==> src/rtl/text_command_decoder_pkg.sv <==
// Shared constants, state encoding and helpers for the text command decoder.
package text_command_decoder_pkg;

  localparam int DEFAULT_TEXT_COLS = 100;
  localparam int DEFAULT_TEXT_ROWS = 50;
  localparam int TEXTCOLS_W = 7;
  localparam int TEXTROWS_W = 6;

  localparam logic [7:0] OP_SET_CURSOR = 8'h01;
  localparam logic [7:0] OP_SET_ATTR   = 8'h02;
  localparam logic [7:0] OP_STREAM     = 8'h03;
  localparam logic [7:0] OP_FILL       = 8'h04;

  localparam logic [7:0] RESET_ATTR1 = 8'h07;
  localparam logic [7:0] RESET_ATTR2 = 8'h00;

  typedef enum logic [2:0] {
    ST_IDLE    = 3'd0,
    ST_ARG_X   = 3'd1,
    ST_ARG_Y   = 3'd2,
    ST_ARG_A1  = 3'd3,
    ST_ARG_A2  = 3'd4,
    ST_STREAM  = 3'd5,
    ST_FILL_C  = 3'd6,
    ST_FILLING = 3'd7
  } state_t;

  function automatic logic arg_in_range(input logic [7:0] arg, input int limit);
    return (int'(arg) < limit);
  endfunction

endpackage

==> src/rtl/text_command_decoder_cursor.sv <==
// Text cursor: holds (x, y) and implements row-major advance with full-screen wrap.
module text_cursor
  import text_command_decoder_pkg::*;
#(
  parameter int TEXT_COLS = DEFAULT_TEXT_COLS,
  parameter int TEXT_ROWS = DEFAULT_TEXT_ROWS
) (
  input  logic                  clk,
  input  logic                  reset,
  input  logic                  load,
  input  logic [TEXTCOLS_W-1:0] load_x,
  input  logic [TEXTROWS_W-1:0] load_y,
  input  logic                  advance,
  input  logic                  clear,
  output logic [TEXTCOLS_W-1:0] x,
  output logic [TEXTROWS_W-1:0] y,
  output logic [TEXTCOLS_W-1:0] adv_x,
  output logic [TEXTROWS_W-1:0] adv_y
);

  localparam logic [TEXTCOLS_W-1:0] X_LAST = TEXTCOLS_W'(TEXT_COLS - 1);
  localparam logic [TEXTROWS_W-1:0] Y_LAST = TEXTROWS_W'(TEXT_ROWS - 1);

  // Successor position of the current cursor.
  always_comb begin
    if (x == X_LAST) begin
      adv_x = '0;
      if (y == Y_LAST) begin
        adv_y = '0;
      end else begin
        adv_y = y + TEXTROWS_W'(1);
      end
    end else begin
      adv_x = x + TEXTCOLS_W'(1);
      adv_y = y;
    end
  end

  // Cursor storage; clear beats load beats advance.
  always_ff @(posedge clk or posedge reset) begin
    if (reset) begin
      x <= '0;
      y <= '0;
    end else if (clear) begin
      x <= '0;
      y <= '0;
    end else if (load) begin
      x <= load_x;
      y <= load_y;
    end else if (advance) begin
      x <= adv_x;
      y <= adv_y;
    end else begin
      x <= x;
      y <= y;
    end
  end

endmodule

==> src/rtl/text_command_decoder.sv <==
// Decodes received I2C bytes into text video-memory writes: cursor moves,
// attribute changes, character streams and whole-screen fills.
module text_command_decoder
  import text_command_decoder_pkg::*;
#(
  parameter int TEXT_COLS = DEFAULT_TEXT_COLS,
  parameter int TEXT_ROWS = DEFAULT_TEXT_ROWS
) (
  input  logic                  clk,
  input  logic                  reset,
  input  logic                  frame_start,
  input  logic                  frame_end,
  input  logic                  byte_valid,
  input  logic [7:0]            byte_data,
  output logic                  write,
  output logic [TEXTCOLS_W-1:0] xtextwrite,
  output logic [TEXTROWS_W-1:0] ytextwrite,
  output logic [23:0]           value,
  output logic                  busy,
  output logic                  overrun,
  output logic                  cmd_error
);

  localparam logic [TEXTCOLS_W-1:0] X_LAST = TEXTCOLS_W'(TEXT_COLS - 1);
  localparam logic [TEXTROWS_W-1:0] Y_LAST = TEXTROWS_W'(TEXT_ROWS - 1);

  state_t                state_r, state_s;
  logic                  frame_s, fill_last_s;
  logic [TEXTCOLS_W-1:0] cur_x_s, adv_x_s, wx_s;
  logic [TEXTROWS_W-1:0] cur_y_s, adv_y_s, wy_s;
  logic                  cur_load_s, cur_adv_s, cur_clear_s;
  logic [7:0]            x_arg_r, x_arg_s, a1_arg_r, a1_arg_s;
  logic [7:0]            attr1_r, attr1_s, attr2_r, attr2_s;
  logic                  write_s, err_set_s, ovr_set_s;
  logic [23:0]           value_s;

  assign frame_s     = frame_start | frame_end;
  assign fill_last_s = (cur_x_s == X_LAST) && (cur_y_s == Y_LAST);

  text_cursor #(
    .TEXT_COLS (TEXT_COLS),
    .TEXT_ROWS (TEXT_ROWS)
  ) u_cursor (
    .clk     (clk),
    .reset   (reset),
    .load    (cur_load_s),
    .load_x  (x_arg_r[TEXTCOLS_W-1:0]),
    .load_y  (byte_data[TEXTROWS_W-1:0]),
    .advance (cur_adv_s),
    .clear   (cur_clear_s),
    .x       (cur_x_s),
    .y       (cur_y_s),
    .adv_x   (adv_x_s),
    .adv_y   (adv_y_s)
  );

  // State register.
  always_ff @(posedge clk or posedge reset) begin
    if (reset) begin
      state_r <= ST_IDLE;
    end else begin
      state_r <= state_s;
    end
  end

  // Next state; a running fill ignores frame boundaries until its last cell.
  always_comb begin
    state_s = state_r;
    if (state_r == ST_FILLING) begin
      if (fill_last_s) begin
        state_s = ST_IDLE;
      end else begin
        state_s = ST_FILLING;
      end
    end else if (frame_s) begin
      state_s = ST_IDLE;
    end else if (byte_valid) begin
      case (state_r)
        ST_IDLE: begin
          case (byte_data)
            OP_SET_CURSOR: state_s = ST_ARG_X;
            OP_SET_ATTR:   state_s = ST_ARG_A1;
            OP_STREAM:     state_s = ST_STREAM;
            OP_FILL:       state_s = ST_FILL_C;
            default:       state_s = ST_IDLE;
          endcase
        end
        ST_ARG_X:  state_s = ST_ARG_Y;
        ST_ARG_A1: state_s = ST_ARG_A2;
        ST_STREAM: state_s = ST_STREAM;
        ST_FILL_C: state_s = ST_FILLING;
        default:   state_s = ST_IDLE;
      endcase
    end else begin
      state_s = state_r;
    end
  end

  // Per-state actions. During a fill the cursor runs one cell behind the
  // write address, so the registered write carries the cursor's successor.
  always_comb begin
    write_s     = 1'b0;
    wx_s        = xtextwrite;
    wy_s        = ytextwrite;
    value_s     = value;
    cur_load_s  = 1'b0;
    cur_adv_s   = 1'b0;
    cur_clear_s = 1'b0;
    x_arg_s     = x_arg_r;
    a1_arg_s    = a1_arg_r;
    attr1_s     = attr1_r;
    attr2_s     = attr2_r;
    err_set_s   = 1'b0;
    ovr_set_s   = 1'b0;
    if (state_r == ST_FILLING) begin
      cur_adv_s = 1'b1;
      ovr_set_s = byte_valid;
      if (!fill_last_s) begin
        write_s = 1'b1;
        wx_s    = adv_x_s;
        wy_s    = adv_y_s;
      end else begin
        write_s = 1'b0;
      end
    end else if (byte_valid && !frame_s) begin
      case (state_r)
        ST_IDLE: begin
          case (byte_data)
            OP_SET_CURSOR, OP_SET_ATTR, OP_STREAM, OP_FILL: err_set_s = 1'b0;
            default: err_set_s = 1'b1;
          endcase
        end
        ST_ARG_X: x_arg_s = byte_data;
        ST_ARG_Y: begin
          if (arg_in_range(x_arg_r, TEXT_COLS) && arg_in_range(byte_data, TEXT_ROWS)) begin
            cur_load_s = 1'b1;
          end else begin
            err_set_s = 1'b1;
          end
        end
        ST_ARG_A1: a1_arg_s = byte_data;
        ST_ARG_A2: begin
          attr1_s = a1_arg_r;
          attr2_s = byte_data;
        end
        ST_STREAM: begin
          write_s   = 1'b1;
          wx_s      = cur_x_s;
          wy_s      = cur_y_s;
          value_s   = {attr2_r, attr1_r, byte_data};
          cur_adv_s = 1'b1;
        end
        ST_FILL_C: begin
          write_s     = 1'b1;
          wx_s        = '0;
          wy_s        = '0;
          value_s     = {attr2_r, attr1_r, byte_data};
          cur_clear_s = 1'b1;
        end
        default: err_set_s = 1'b0;
      endcase
    end else begin
      write_s = 1'b0;
    end
  end

  // Registered outputs, attributes, argument latches and sticky flags.
  always_ff @(posedge clk or posedge reset) begin
    if (reset) begin
      write      <= 1'b0;
      xtextwrite <= '0;
      ytextwrite <= '0;
      value      <= 24'h000000;
      busy       <= 1'b0;
      overrun    <= 1'b0;
      cmd_error  <= 1'b0;
      x_arg_r    <= 8'h00;
      a1_arg_r   <= 8'h00;
      attr1_r    <= RESET_ATTR1;
      attr2_r    <= RESET_ATTR2;
    end else begin
      write      <= write_s;
      xtextwrite <= wx_s;
      ytextwrite <= wy_s;
      value      <= value_s;
      busy       <= (state_s == ST_FILLING);
      overrun    <= overrun | ovr_set_s;
      cmd_error  <= cmd_error | err_set_s;
      x_arg_r    <= x_arg_s;
      a1_arg_r   <= a1_arg_s;
      attr1_r    <= attr1_s;
      attr2_r    <= attr2_s;
    end
  end

endmodule
==> config.mk <==
export PLATFORM = sky130hd
export DESIGN_NAME = text_command_decoder
export DESIGN_NICKNAME = d
export VERILOG_FILES = /design/src/rtl/text_command_decoder_pkg.sv /design/src/rtl/text_command_decoder_cursor.sv /design/src/rtl/text_command_decoder.sv
export SDC_FILE = /design/constraint.sdc
export NUM_CORES = 1
export LEC_CHECK = 0
export BUFFER_PORTS_ARGS = -buffer_cell sky130_fd_sc_hd__buf_2
export CAP_MARGIN = 20
export CORE_AREA = 2 2 72 143
export DETAILED_ROUTE_END_ITERATION = 10
export DIE_AREA = 0 0 74 145
export GPL_ROUTABILITY_DRIVEN = 0
export PLACE_DENSITY_LB_ADDON = 0.12
export SYNTH_ARGS = -nofsm -noshare
export SYNTH_HDL_FRONTEND = slang
export SYNTH_SLANG_ARGS = --single-unit
==> constraint.sdc <==
create_clock -name clk -period 2.72 [get_ports clk]
set_input_delay 0.272 -clock clk [delete_from_list [all_inputs] [get_ports clk]]
set_output_delay 0.272 -clock clk [all_outputs]
set_load 0.01 [all_outputs]
==> reports/qor_table.md <==
| Group | Result | This run |
| --- | --- | --- |
| clock tree | Deepest level of the CTS H-tree | 3 |
| route | Average wire length per cell after detail routing | 16.8 µm |
| sta | Worst Clk Skew | 0.00461 ns |
| yosys | Combined area of all synthesized cells | 0.00423 mm² |
| power | Leak pwr | 2.42 nW |
| yosys | Sequential area share after synthesis | 0.527 |
| worst setup path | Total buffers and inverters traversed by the critical path | 1 |
| finish | Sequential cell area | 0.00223 mm² |
| worst setup path | List of cells traversed by the critical path | ha_1, nand3_1, buf_4, nor2_1, o21ai_0, a22oi_1, o221ai_1 |
| route | Via total after detailed routing | 3054 |
| placement | Post-Place Cell Area | 0.00463 mm² |
| finish | Ratio of cells with drive above 1 in the final layout | 0.350 |
| finish | P&R area growth vs syn | 17.3% |
| finish | Fill cell count | 888 |
| yosys | Average instance area after synthesis | 11.3 µm² |
| die | Core Footprint | 0.00964 mm² |
| yosys | Proportion of synthesized flip-flops having asynchronous set or reset | 1.00 |
| worst setup path | Required time reported for the critical path endpoint | 2.91 ns |
| yosys | Total number of yosys warnings | 0 |
| worst setup path | Kind of critical path | reg -> reg |
| grt | Total routing usage reported by global routing | 0.190 |
| grt | GRT overflow | 0 |
| die | Number of core rows | 51 |
| sta | Transition time at the pin with the least slew margin | 0.906 ns |
| placement | Detailed placer's ending HPWL | 6.88 mm |
| worst setup path | CP startpoint kind | flip-flop |
| finish | Number of nets in the layout | 443 |
| grt | Largest net degree at the start of global routing | 60 |
| worst setup path | CP endpoint kind | flip-flop |
| yosys | Count of different cell masters after synthesis | 59 |
| worst hold path | Type of the worst min-delay path | in -> reg |
| die | Die width | 74 µm |
| worst setup path | Critical-path top delay cell | sky130_fd_sc_hd__dfrtp_1 |
| clock tree | Clock-pin slew on the worst setup and hold paths | 0.07 ns |
| worst setup path | Kind of cell with the highest combined delay on the critical path | simple AND/OR/NAND/NOR gates |
| clock tree | Number of sinks handled by clock tree synthesis | 89 |
| yosys | Main synth FF type | sky130_fd_sc_hd__dfrtp_1 |
| clock tree | Buffer depth of the longest clock path | 2 |
| sta | Fin Setup TNS | 0 ns |
| clock tree | TritonCTS buffer count | 9 |
| sta | Maximum achievable frequency | 434 MHz |
| yosys | Number of nets in the synthesized netlist | 392 |
| placement | Buffers on Ports | 53 |
| grt | Initial antenna violation count | 0 |
| yosys | Number of instances in the synthesized netlist | 376 |
| finish | Area of the multi-input gates | 0.00187 mm² |
| clock tree | Insertion delay of the later-clocked pin in the worst-skew pair | 0.33 ns |
| grt | Vias in the first global route | 3113 |
| worst setup path | WP data arrival | 2.49 ns |
| yosys | Number of enable-type register cells in the synthesized netlist | 0 |
| worst setup path | Top fanout value on the critical path | 7 |
| power | Pwr dens | 572 mW/mm² |
| die | Number of top-level pins | 54 |
| yosys | Post-synthesis sequential element count | 89 |
| placement | DP Worst Slack | 0.422 ns |
| route | Number of antenna-violating nets in the routed design | 0 |
| sta | Worst-case headroom to the max-slew limit | 0.396 |
| route | Count of unresolved DRC violations after routing | 0 |
| finish | Antenna Cells | 0 |
| route | Detailed Route Iter0 Violations | 131 |
| route | Avg Vias per Cell | 5.41 |
| worst setup path | Longest individual stage delay on the worst path | 0.46 ns |
| die | Height of the chip | 145 µm |
| run status | Outcome | finished, final reports clean |
| sta | RSZ-0062 raised after global routing | false |
| sta | Clock period minus final worst setup slack | 2.30 ns |
| finish | Final standard cell area without fillers | 0.00496 mm² |
| clock tree | CTS tree | done |
| sta | Final-report max-slew violation count | 0 |
| sta | Number of hold violations in the final report | 0 |
| clock tree | Post-CTS Resized | 0 |
| die | Die area | 0.0107 mm² |
| sta | Setup violation total in the final timing report | 0 |
| job | Maximum Capacitance Violations | 0 |
| sta | Smallest setup slack after layout | 0.417 ns |
| sta | Tcrit/Tclk final | 0.847 |
| clock tree | CTS root buffer | sky130_fd_sc_hd__clkbuf_16 |
| route | Drt total wl | 9.45 mm |
| worst setup path | R2R setup slack | 0.42 ns |
| die | Initial standard-cell utilization of the core | 0.439 |
| grt | Global-route wire length before repair | 15.6 mm |
| route | Number of optimization iterations in the first detailed-route pass | 4 |
| power | Worst IR Drop VDD | 0.000617 V |
-- what timing repair did --
item                      in CTS  in global routing
hold buffers                   1                  0
hold endpoints to repair      19                  0
buffers inserted               0                  0
-- cells in the mapped netlist, types with 8 or more instances --
master                     instances  area share
sky130_fd_sc_hd__mux2_2           57        0.15
sky130_fd_sc_hd__nor2_1           26       0.023
sky130_fd_sc_hd__nand3_1          12       0.014
sky130_fd_sc_hd__nand2_1          25       0.022
sky130_fd_sc_hd__o21ai_0          18       0.021
sky130_fd_sc_hd__a21oi_1          19       0.022
sky130_fd_sc_hd__dfrtp_1          86        0.51
sky130_fd_sc_hd__nor3_1            9       0.011
sky130_fd_sc_hd__clkbuf_1         15       0.013
sky130_fd_sc_hd__a22oi_1           8       0.014
sky130_fd_sc_hd__buf_2             8      0.0095
-- path summary, 6_finish.rpt --
path	startpoint	to	cells after the start
max	u_cursor.x[0]$_DFFE_PP0P_	u_cursor.y[4]$_DFFE_PP0P_	7
min in group asynchronous	reset	value[21]$_DFFE_PP0P_	3
max in group asynchronous	reset	attr1_r[2]$_DFFE_PP1P_	4
min	byte_valid	overrun$_DFF_PP0_	2
max reg2reg	u_cursor.x[0]$_DFFE_PP0P_	u_cursor.y[4]$_DFFE_PP0P_	7
min reg2reg	overrun$_DFF_PP0_	overrun$_DFF_PP0_	1
-- registers in the layout, summed over array words and instances, names as in the netlist, 3 cells and up --
| register | cells |
|---|---|
| x_arg_r | 8 |
| u_cursor.y | 6 |
| ytextwrite | 6 |
| a1_arg_r | 8 |
| attr2_r | 8 |
| attr1_r | 8 |
| state_r | 3 |
| xtextwrite | 7 |
| u_cursor.x | 7 |
| value | 24 |
-- metrics by stage --
stage / hold slack (ns) / power [mW] / instances / util
finish: 0.234 / 2.84 / 564 / 0.515
global route: 0.265 / 2.94 / 564 / 0.515
CTS: 0.223 / 2.88 / 563 / 0.514
detailed placement: 0.358 / 1.58 / 546 / 0.481
global placement: 0.348 / 1.57 / 546 / 0.481
floorplan: 0.389 / 1.52 / 376 / -
-- report_power, final --
part           switching [mW]  total [mW]  internal [mW]
logic                  0.0863       0.152         0.0658
clock network           0.553        1.28          0.731
registers              0.0307        1.40           1.37
total                   0.670        2.84           2.17
-- final cells by class --
cell class / instances / share of cell area
Sequential cell: 89 / 0.450
Inverter: 4 / 0.00328
Clock inverter: 7 / 0.0177
Multi-Input combinational cell: 258 / 0.376
Timing Repair Buffer: 65 / 0.0746
Clock buffer: 9 / 0.0454
Tap cell: 132 / 0.0333
-- layer usage --
metal  up-vias  wire, µm  global-route usage
met4         0       334               0.102
li1       1480         -                   -
met2        58      5250               0.334
met1      1494      3660               0.210
met5         -         0                   0
met3        22       214              0.0264
-- cells by family (layout without fill, tap and decap cells) --
family	Yosys count	in the layout	synth area share
multiplexers	58	58	0.154
AO/OA/AOI/OAI	81	81	0.126
AND/OR/NAND/NOR	108	108	0.135
buffers and inverters	29	85	0.0316
adder cells (fa/ha/maj)	4	4	0.0112
flip-flops	89	89	0.527
XOR/XNOR	7	7	0.0145
-- cells in the final DEF, fill, tap and decap left out, drive strengths merged, types with 5 or more instances in the layout --
master,Yosys,final
o21ai,19,19
o211ai,5,5
clkbuf,15,10
inv,4,6
nand2,26,26
a21oi,19,19
nor3,10,10
a31oi,7,7
mux2,57,57
nor4,8,8
dfrtp,86,86
a22oi,8,8
nand3,12,12
buf,10,63
nor2,27,27
-- worst register-to-register path, cell delays in order (launching register included) --
cell	delay, ns
sky130_fd_sc_hd__dfrtp_1	0.46
sky130_fd_sc_hd__ha_1	0.31
sky130_fd_sc_hd__nand3_1	0.25
sky130_fd_sc_hd__buf_4	0.22
sky130_fd_sc_hd__nor2_1	0.43
sky130_fd_sc_hd__o21ai_0	0.18
sky130_fd_sc_hd__a22oi_1	0.18
sky130_fd_sc_hd__o221ai_1	0.14
Power figures use the tool's default switching activity.
